==> config.mk <==
export PLATFORM = sky130hd
export DESIGN_NAME = sgdmac_desc_sched
export DESIGN_NICKNAME = d
export VERILOG_FILES = /design/src/rtl/sgdmac_pkg.sv /design/src/rtl/sgdmac_desc_fetch.sv /design/src/rtl/sgdmac_desc_sched.sv
export SDC_FILE = /design/constraint.sdc
export NUM_CORES = 1
export LEC_CHECK = 0
export ABC_AREA = 1
export ABC_CLOCK_PERIOD_IN_PS = 4300
export CORE_ASPECT_RATIO = 1.4
export CORE_MARGIN = 2
export CORE_UTILIZATION = 50
export DETAILED_ROUTE_END_ITERATION = 10
export PLACE_DENSITY_LB_ADDON = 0.08
export SYNTH_ARGS = -nofsm -noshare
export SYNTH_HDL_FRONTEND = slang
export SYNTH_HIERARCHICAL = 1
export SYNTH_SLANG_ARGS = --single-unit
==> constraint.sdc <==
create_clock -name clk -period 4.3 [get_ports clk]
set_input_delay 0.86 -clock clk [delete_from_list [all_inputs] [get_ports clk]]
set_output_delay 0.86 -clock clk [all_outputs]
set_load 0.1 [all_outputs]
==> src/rtl/sgdmac_pkg.sv <==
// ============================================================================
// sgdmac_pkg
//   Shared types and constants for the scatter-gather DMA descriptor scheduler.
//   Revision: 1.0
// ============================================================================
`default_nettype none

package sgdmac_pkg;

    localparam int SG_ADDR_W  = 32;
    localparam int SG_LEN_W   = 16;

    localparam int DESC_SRC   = 0;
    localparam int DESC_DST   = 1;
    localparam int DESC_LEN   = 2;
    localparam int DESC_NXT   = 3;
    localparam int DESC_WORDS = 4;
    localparam int LAST_BIT   = 0;

    typedef enum logic [2:0] {
        ST_IDLE       = 3'd0,
        ST_FETCH_REQ  = 3'd1,
        ST_FETCH_WAIT = 3'd2,
        ST_ISSUE      = 3'd3,
        ST_WAIT_XFER  = 3'd4
    } sched_state_t;

    typedef struct packed {
        logic [SG_ADDR_W-1:0] src;
        logic [SG_ADDR_W-1:0] dst;
        logic [SG_LEN_W-1:0]  len;
        logic [SG_ADDR_W-1:0] next;
        logic                 last;
    } sg_desc_t;

endpackage

`default_nettype wire

==> src/rtl/sgdmac_desc_fetch.sv <==
// ============================================================================
// sgdmac_desc_fetch
//   Reads the four words of one descriptor, one outstanding read at a time.
//   Revision: 1.0
// ============================================================================
`default_nettype none

module sgdmac_desc_fetch
    import sgdmac_pkg::*;
#(
    parameter int ADDR_W = SG_ADDR_W
) (
    input  logic              clk,
    input  logic              rst_n,
    input  logic              i_fetch_go,
    input  logic [ADDR_W-1:0] i_fetch_ptr,
    output logic              o_rd_req,
    output logic [ADDR_W-1:0] o_rd_addr,
    input  logic              i_rd_gnt,
    input  logic              i_rd_rvalid,
    input  logic [ADDR_W-1:0] i_rd_rdata,
    output logic              o_desc_valid,
    output sg_desc_t          o_desc
);

    sched_state_t      r_state;
    sched_state_t      w_state_nxt;
    logic [ADDR_W-1:0] r_ptr;
    logic [1:0]        r_idx;
    logic              r_rd_req;
    logic              r_desc_valid;
    sg_desc_t          r_desc;
    logic              w_rd_done;
    logic              w_last_word;

    assign w_rd_done   = (r_state == ST_FETCH_WAIT) && i_rd_rvalid;
    assign w_last_word = (r_idx == 2'(DESC_WORDS - 1));

    always_ff @(posedge clk or negedge rst_n) begin
        if (!rst_n) begin
            r_state <= ST_IDLE;
        end else begin
            r_state <= w_state_nxt;
        end
    end

    always_comb begin
        w_state_nxt = r_state;
        case (r_state)
            ST_FETCH_REQ:  if (i_rd_gnt)    w_state_nxt = ST_FETCH_WAIT;
            ST_FETCH_WAIT: if (i_rd_rvalid) w_state_nxt = w_last_word ? ST_IDLE : ST_FETCH_REQ;
            default:       w_state_nxt = r_state;
        endcase
        if (i_fetch_go) begin
            w_state_nxt = ST_FETCH_REQ;
        end
    end

    // Request is registered from the next state so it appears one cycle after go.
    always_ff @(posedge clk or negedge rst_n) begin
        if (!rst_n) begin
            r_ptr        <= '0;
            r_idx        <= '0;
            r_rd_req     <= 1'b0;
            r_desc_valid <= 1'b0;
            r_desc       <= '0;
        end else begin
            r_rd_req     <= (w_state_nxt == ST_FETCH_REQ);
            r_desc_valid <= w_rd_done && w_last_word;
            if (i_fetch_go) begin
                r_ptr <= i_fetch_ptr;
                r_idx <= '0;
            end else if (w_rd_done && !w_last_word) begin
                r_idx <= r_idx + 2'd1;
            end
            if (w_rd_done) begin
                case (r_idx)
                    2'(DESC_SRC): r_desc.src <= i_rd_rdata;
                    2'(DESC_DST): r_desc.dst <= i_rd_rdata;
                    2'(DESC_LEN): r_desc.len <= i_rd_rdata[SG_LEN_W-1:0];
                    default: begin
                        r_desc.next <= {i_rd_rdata[ADDR_W-1:2], 2'b00};
                        r_desc.last <= i_rd_rdata[LAST_BIT];
                    end
                endcase
            end
        end
    end

    assign o_rd_req     = r_rd_req;
    assign o_rd_addr    = r_ptr + ADDR_W'({r_idx, 2'b00});
    assign o_desc_valid = r_desc_valid;
    assign o_desc       = r_desc;

endmodule

`default_nettype wire

==> src/rtl/sgdmac_desc_sched.sv <==
// ============================================================================
// sgdmac_desc_sched
//   Walks a linked descriptor chain and issues one copy command per descriptor.
//   Revision: 1.0
// ============================================================================
`default_nettype none

module sgdmac_desc_sched
    import sgdmac_pkg::*;
#(
    parameter  int ADDR_W   = SG_ADDR_W,
    parameter  int LEN_W    = SG_LEN_W,
    parameter  int MAX_DESC = 1024,
    localparam int CNTW     = $clog2(MAX_DESC + 1)
) (
    input  logic              clk,
    input  logic              rst_n,
    input  logic              start_i,
    input  logic [ADDR_W-1:0] start_pointer_i,
    output logic              done_o,
    output logic              err_o,
    output logic [CNTW-1:0]   desc_cnt_o,
    output logic              rd_req_o,
    output logic [ADDR_W-1:0] rd_addr_o,
    input  logic              rd_gnt_i,
    input  logic              rd_rvalid_i,
    input  logic [ADDR_W-1:0] rd_rdata_i,
    output logic              xfer_req_o,
    output logic [ADDR_W-1:0] xfer_src_o,
    output logic [ADDR_W-1:0] xfer_dst_o,
    output logic [LEN_W-1:0]  xfer_len_o,
    input  logic              xfer_ack_i,
    input  logic              xfer_done_i
);

    sched_state_t      r_state;
    sched_state_t      w_state_nxt;
    logic              w_fetch_go;
    logic [ADDR_W-1:0] w_fetch_ptr;
    logic              w_desc_valid;
    sg_desc_t          w_desc;
    logic              w_step;
    logic              w_err_set;
    logic              w_start_ok;
    logic [CNTW-1:0]   r_cnt;
    logic [CNTW-1:0]   w_cnt_inc;
    logic              r_done;
    logic              r_err;
    logic              r_xfer_req;
    logic [ADDR_W-1:0] r_xfer_src;
    logic [ADDR_W-1:0] r_xfer_dst;
    logic [LEN_W-1:0]  r_xfer_len;

    sgdmac_desc_fetch #(
        .ADDR_W (ADDR_W)
    ) u_fetch (
        .clk          (clk),
        .rst_n        (rst_n),
        .i_fetch_go   (w_fetch_go),
        .i_fetch_ptr  (w_fetch_ptr),
        .o_rd_req     (rd_req_o),
        .o_rd_addr    (rd_addr_o),
        .i_rd_gnt     (rd_gnt_i),
        .i_rd_rvalid  (rd_rvalid_i),
        .i_rd_rdata   (rd_rdata_i),
        .o_desc_valid (w_desc_valid),
        .o_desc       (w_desc)
    );

    assign w_cnt_inc = (r_cnt == CNTW'(MAX_DESC)) ? r_cnt : r_cnt + CNTW'(1);

    always_ff @(posedge clk or negedge rst_n) begin
        if (!rst_n) begin
            r_state <= ST_IDLE;
        end else begin
            r_state <= w_state_nxt;
        end
    end

    // FETCH_REQ here stands for "fetch sub-module busy" until the descriptor lands.
    always_comb begin
        w_state_nxt = r_state;
        w_fetch_go  = 1'b0;
        w_fetch_ptr = start_pointer_i;
        w_step      = 1'b0;
        w_err_set   = 1'b0;
        w_start_ok  = 1'b0;
        case (r_state)
            ST_IDLE: begin
                if (start_i) begin
                    if (start_pointer_i[1:0] == 2'b00) begin
                        w_start_ok  = 1'b1;
                        w_fetch_go  = 1'b1;
                        w_state_nxt = ST_FETCH_REQ;
                    end else begin
                        w_err_set = 1'b1;
                    end
                end
            end
            ST_FETCH_REQ: if (w_desc_valid) w_state_nxt = ST_ISSUE;
            ST_ISSUE: begin
                if (w_desc.len == '0) begin
                    w_step = 1'b1;
                end else if (xfer_ack_i) begin
                    w_state_nxt = ST_WAIT_XFER;
                end
            end
            ST_WAIT_XFER: if (xfer_done_i) w_step = 1'b1;
            default: w_state_nxt = ST_IDLE;
        endcase
        if (w_step) begin
            if (w_desc.last) begin
                w_state_nxt = ST_IDLE;
            end else if (w_cnt_inc == CNTW'(MAX_DESC)) begin
                w_err_set   = 1'b1;
                w_state_nxt = ST_IDLE;
            end else begin
                w_fetch_go  = 1'b1;
                w_fetch_ptr = w_desc.next;
                w_state_nxt = ST_FETCH_REQ;
            end
        end
    end

    always_ff @(posedge clk or negedge rst_n) begin
        if (!rst_n) begin
            r_done     <= 1'b1;
            r_err      <= 1'b0;
            r_cnt      <= '0;
            r_xfer_req <= 1'b0;
            r_xfer_src <= '0;
            r_xfer_dst <= '0;
            r_xfer_len <= '0;
        end else begin
            r_done <= (w_state_nxt == ST_IDLE);
            if (w_start_ok) begin
                r_err <= 1'b0;
            end else if (w_err_set) begin
                r_err <= 1'b1;
            end
            if (w_start_ok) begin
                r_cnt <= '0;
            end else if (w_step) begin
                r_cnt <= w_cnt_inc;
            end
            if ((r_state == ST_FETCH_REQ) && w_desc_valid) begin
                r_xfer_req <= (w_desc.len != '0);
                r_xfer_src <= w_desc.src;
                r_xfer_dst <= w_desc.dst;
                r_xfer_len <= w_desc.len;
            end else if ((r_state == ST_ISSUE) && xfer_ack_i) begin
                r_xfer_req <= 1'b0;
            end
        end
    end

    assign done_o     = r_done;
    assign err_o      = r_err;
    assign desc_cnt_o = r_cnt;
    assign xfer_req_o = r_xfer_req;
    assign xfer_src_o = r_xfer_src;
    assign xfer_dst_o = r_xfer_dst;
    assign xfer_len_o = r_xfer_len;

endmodule

`default_nettype wire

==> impl_metrics.json, run 1 <==
{
  "drive_gt1_share_pct": 10.9,
  "synth-seq-cells": 247,
  "fillerInstances": 2015,
  "cap_violations": 0,
  "cts_made_buffers": 24,
  "avgSynthCellArea_um2": 8.42,
  "ctsResizeCount": 0,
  "yosysUniqueCellTypes": 37,
  "critPathRequiredTime_ns": 3.44,
  "dp.cells": 1806,
  "die_h_um": 183,
  "arrival_ns": 2.77,
  "grt_usage_pct": 24.6,
  "root_buffer": "clkbuf_16",
  "start_util_pct": 50.7,
  "p_per_area_mw_per_mm2": 761,
  "io_pins": 198,
  "multi_input_area_mm2": 0.00446,
  "rsz0062_at_grt": "false",
  "dr.pass1.iters": 5,
  "slew_headroom_pct": 30.0,
  "synth.top_cells.by_area": "dfrtp_1 54%, nand2_1 19%, o21ai_2 5.2%",
  "holdWs_ns": 0.378,
  "post-cts-setup-buffer-count": 0,
  "grt_max_degree": 105,
  "r2r_setup_slack_ns": 1.24,
  "cp_cell_sequence": "ha_1 -> fa_1 -> nand3_2 -> inv_1 -> nand2_2 -> nor2_2 -> xor2_1 -> buf_4",
  "worstSetupPathType": "reg -> out",
  "ys_seq_area_share_pct": 54.1,
  "antenna_found_initial": 0,
  "setup_violations": 0,
  "portBuffers": 197,
  "drt-vias-per-instance": 4.99,
  "drt-total-wl_um": 29200,
  "drtIter0Drc": 594,
  "ctsHoldBuffers": 0,
  "seqCellArea_mm2": 0.00618,
  "routedWlPerCell_um": 15.8,
  "final_core_util_pct": 62.8,
  "cts_tree": "built",
  "fin_cells": 1848,
  "stdcell_area_mm2": 0.0141,
  "overflow": 0,
  "tightest_slew_ns": 1.05,
  "max_stage_delay_ns": 0.47,
  "dieArea_mm2": 0.0241,
  "grt_pass1_wl_um": 47200,
  "antennaDiodeCount": 0,
  "fmax_mhz": 275,
  "ant_nets": 0,
  "worst-path-buf-inv": 2,
  "worstPathMaxFanout": 5,
  "nets": 1612,
  "slew_viol_final": 0,
  "cts.path.max_buffers": 3,
  "worstSetupStartpointType": "register",
  "synthCells": 1357,
  "area_growth_syn_to_layout_pct": 23.9,
  "ys_warn_count": 6,
  "synth_top_cell_by_area": "dfrtp_1",
  "die_x_um": 132,
  "gp_congestion": 0.915,
  "htreeDepth": 1,
  "hold_class": "in -> async",
  "finalSetupTns_ns": 0,
  "fin_skew_ns": 0.0145,
  "hold_viol": 0,
  "path_clk_slew_ns": 0.07,
  "placed_cell_area_mm2": 0.0134,
  "yosys.area.top_type_share_pct": 53.9,
  "core_mm2": 0.0225,
  "post-route-min-period_ns": 3.63,
  "vias": 9219,
  "cp-end-kind": "output pin",
  "hpwl_um": 20600,
  "clock_latency_ns": 0.51,
  "clock-sinks": 247,
  "drc": 0,
  "cpMaxStageDelayCell": "dfrtp_1",
  "cp_top_family": "adder cells",
  "ir_worst_vdd_mv": 0.748,
  "power_leakage_nw": 7.16,
  "grt_pass1_vias": 8862,
  "std_cell_rows": 65,
  "timing.rr.start": "desc_cnt_o[0]",
  "outcome": "finished, final reports clean",
  "finalCritPeriodShare_pct": 84.4,
  "syn_area_mm2": 0.0114,
  "cp-startpoint": "u_fetch/r_idx[0]"
}
==> flip-flops by register name, indices dropped and copies added (netlist names) <==
name / flops
desc_cnt_o: 11
done_o: 1
err_o: 1
r_state: 3
u_fetch/o_desc: 111
u_fetch/o_desc_valid: 1
u_fetch/o_rd_req: 1
u_fetch/r_idx: 2
u_fetch/r_ptr: 32
u_fetch/r_state: 3
xfer_dst_o: 32
xfer_len_o: 16
xfer_req_o: 1
xfer_src_o: 32
==> logic make-up after synthesis <==
logic type	count (synthesis)	share of synthesized area, %
adder cells (fa/ha/maj)	10	1.16
XOR/XNOR	19	1.46
flip-flops	247	54.1
AND/OR/NAND/NOR	756	26.7
other	1	0.0328
buffers and inverters	160	6.89
AO/OA/AOI/OAI	164	9.66
==> cell type report <==
type / count / area share [%]
sequential: 247 / 43.7
inverter: 101 / 2.70
multi-input combinational: 951 / 31.5
timing repair buffer: 206 / 14.0
tap: 301 / 2.66
clock inverter: 7 / 0.425
clock buffer: 35 / 4.97
==> worst reg2reg max path: cells and delay by family (launching register included) <==
kind / cells / cell delay, ns
flip-flops: 1 / 0.46
buffers and inverters: 4 / 0.86
adder cells (fa/ha/maj): 1 / 0.20
AND/OR/NAND/NOR: 11 / 1.33
AO/OA/AOI/OAI: 1 / 0.16
==> power breakdown <==
part	internal (mW)	total, mW	switching [mW]
clock network	1.19	2.05	0.861
logic	1.21	5.01	3.81
registers	3.09	3.70	0.603
total	5.49	10.8	5.27
==> metrics by stage <==
step                      setup WS [ns]  power [mW]
after floorplan                   0.636        7.55
after global placement             1.05        8.68
after detailed placement           1.03        8.75
after CTS                         0.682        10.8
after global routing              0.530        11.3
final                             0.669        10.8
==> per-layer routing <==
metal,global-route usage [%],up-vias,wire [um]
li1,-,4599,-
met1,33.8,4324,12900
met2,41.1,251,14100
met3,3.57,45,1500
met4,6.70,0,688
met5,0,-,0
==> synthesized netlist by cell type, drive strengths merged <==
cell type,instances
nand4,7
dfrtp,246
inv,100
a22o,1
xnor2,1
a31oi,4
conb,1
fa,1
o211ai,1
or2,1
nor2,76
nor3,4
a21oi,3
clkbuf,19
nand3,71
dfstp,1
buf,40
nand2,597
xor2,18
ha,9
o21ai,147
clkinv,1
o311ai,1
o22ai,7
==> path summary, 6_finish.rpt <==
path                               endpoint  cells after the start
setup reg to reg           u_fetch/o_rd_req                     17
hold / removal                desc_cnt_o[6]                      1
setup / recovery              rd_addr_o[12]                      8
min in group clk             xfer_dst_o[28]                      2
hold reg to reg              xfer_dst_o[28]                      2
max in group asynchronous    xfer_src_o[18]                      2
==> layout by cell type (no fill, tap or decap), drive strengths merged, types with 2 or more instances in the layout <==
master	instances
conb	2
ha	9
o21ai	147
nand3	71
o22ai	7
clkdlybuf4s50	167
inv	100
nand2	597
clkinv	7
a21oi	3
a31oi	4
nand4	7
nor3	4
buf	39
xor2	18
nor2	76
dfrtp	246
clkbuf	35
No activity file was read; power rests on OpenSTA's default activity.
==> run 2, diff against run 1 <==
Settings changed: ABC_CLOCK_PERIOD_IN_PS 4300 to 3800.
Clock period 4.3 ns to 3.8 ns, I/O delays scaled along.
==> run 2 against run 1 <==
  * Hold slack got worse by 0.19 ns
  * Clock-buffer cell count rose by 1
  * Power rose by 15%
  * Die area did not move
  * Clock skew fell by 0.0077 ns
  * Combinational power rose by 13%
  * Via count rose by 0.11%
  * Critical path type unchanged
  * Critical endpoint unchanged
==> impl_metrics.json, run 2 (synthesis results as in run 1) <==
{
  "io_pins": 198,
  "finalCritPeriodShare_pct": 89.3,
  "cts_tree": "built",
  "cap_violations": 0,
  "worstSetupPathType": "reg -> out",
  "drtIter0Drc": 609,
  "mostFrequentLayoutCells": "588 x nand2_1, 246 x dfrtp_1, 166 x clkdlybuf4s50_1, 97 x inv_1, 69 x nor2_1",
  "max_stage_delay_ns": 0.44,
  "nets": 1613,
  "slew_viol_final": 0,
  "post-cts-setup-buffer-count": 0,
  "grt_pass1_wl_um": 47000,
  "ant_nets": 0,
  "cpMaxStageDelayCell": "dfrtp_1",
  "cts_made_buffers": 24,
  "antennaDiodeCount": 0,
  "final_common_cell": "nand2_1",
  "placed_cell_area_mm2": 0.0134,
  "stdcell_area_mm2": 0.0142,
  "ctsResizeCount": 0,
  "fmax_mhz": 295,
  "std_cell_rows": 65,
  "grt_pass1_vias": 9055,
  "power_leakage_nw": 7.21,
  "post-route-min-period_ns": 3.39,
  "setup_violations": 0,
  "core_mm2": 0.0225,
  "clock_latency_ns": 0.51,
  "critPathRequiredTime_ns": 3.04,
  "hpwl_um": 20600,
  "area_growth_syn_to_layout_pct": 24.7,
  "dieArea_mm2": 0.0241,
  "path_clk_slew_ns": 0.06,
  "ir_worst_vdd_mv": 0.749,
  "drive_gt1_share_pct": 11.4,
  "finalSetupTns_ns": 0,
  "slew_headroom_pct": 31.0,
  "worstSetupStartpointType": "register",
  "fin_skew_ns": 0.00683,
  "cts.path.max_buffers": 3,
  "overflow": 0,
  "hold_class": "in -> async",
  "outcome": "finished, final reports clean",
  "arrival_ns": 2.63,
  "gp_congestion": 0.904,
  "tightest_slew_ns": 1.03,
  "clock-sinks": 247,
  "dp.cells": 1807,
  "cp_cell_sequence": "ha_1 -> fa_1 -> nand3_2 -> inv_1 -> nand2_2 -> nor2_2 -> xor2_1 -> buf_4",
  "ctsHoldBuffers": 0,
  "hold_viol": 0,
  "die_x_um": 132,
  "dr.pass1.iters": 5,
  "routedWlPerCell_um": 15.9,
  "fin_cells": 1851,
  "die_h_um": 183,
  "drt-vias-per-instance": 4.99,
  "grt_max_degree": 97,
  "drc": 0,
  "p_per_area_mw_per_mm2": 867,
  "antenna_found_initial": 0,
  "cp-end-kind": "output pin",
  "grt_usage_pct": 24.4,
  "vias": 9229,
  "root_buffer": "clkbuf_16",
  "largest_reg_flops": 111,
  "worstPathMaxFanout": 5,
  "portBuffers": 197,
  "rsz0062_at_grt": "false",
  "htreeDepth": 1,
  "start_util_pct": 50.7,
  "drt-total-wl_um": 29400
}
## run 2: cell type report
| class | count | area, um2 |
|---|---|---|
| Fill cell | 2039 | 8290 |
| Timing Repair Buffer | 207 | 2000 |
| Sequential cell | 247 | 6180 |
| Tap cell | 301 | 377 |
| Inverter | 101 | 382 |
| Clock inverter | 8 | 92.6 |
| Multi-Input combinational cell | 951 | 4460 |
| Clock buffer | 36 | 747 |
## run 2: per-layer routing
metal | GRT usage, % | wire length, um | vias to the layer above
met5 | 0 | 0 | -
met4 | 9.43 | 1010 | 0
met3 | 3.90 | 1500 | 63
met2 | 40.0 | 14000 | 232
met1 | 32.9 | 12900 | 4328
li1 | - | - | 4606
## run 2: per-stage QoR
stage | setup slack (ns) | total power [mW] | hold slack [ns] | util, %
finish | 0.408 | 12.4 | 0.183 | 63.2
global route | 0.280 | 13.0 | 0.219 | 63.2
CTS | 0.396 | 12.4 | 0.195 | 63.2
detailed placement | 0.706 | 9.91 | 0.453 | 59.5
global placement | 0.805 | 9.84 | 0.449 | 59.5
floorplan | 0.236 | 8.55 | 0.442 | -
## run 2: worst paths after layout
path	startpoint	to	slack (ns)	cells past startpoint
max	u_fetch/r_idx[0]	rd_addr_o[12]	0.41	8
min	rst_n	desc_cnt_o[6]	0.18	1
max reg2reg	desc_cnt_o[0]	u_fetch/o_rd_req	0.71	17
min reg2reg	u_fetch/o_desc[107]	xfer_src_o[26]	0.47	2
max in group asynchronous	rst_n	u_fetch/o_desc[98]	2.72	2
min in group clk	u_fetch/o_desc[107]	xfer_src_o[26]	0.47	2
## run 2: where the power goes
group | internal (mW) | switching (mW) | leakage, nW | total (mW)
Sequential | 3.50 | 0.684 | 3.27 | 4.18
Clock | 1.49 | 1.00 | 0.417 | 2.49
Combinational | 1.36 | 4.31 | 3.52 | 5.67
## run 2: critical path: cells and delay by family, from the launching register on
| kind | cells | cell delay, ns |
|---|---|---|
| AND/OR/NAND/NOR | 3 | 0.52 |
| XOR/XNOR | 1 | 0.18 |
| buffers and inverters | 2 | 0.47 |
| adder cells (fa/ha/maj) | 2 | 0.51 |
| flip-flops | 1 | 0.44 |
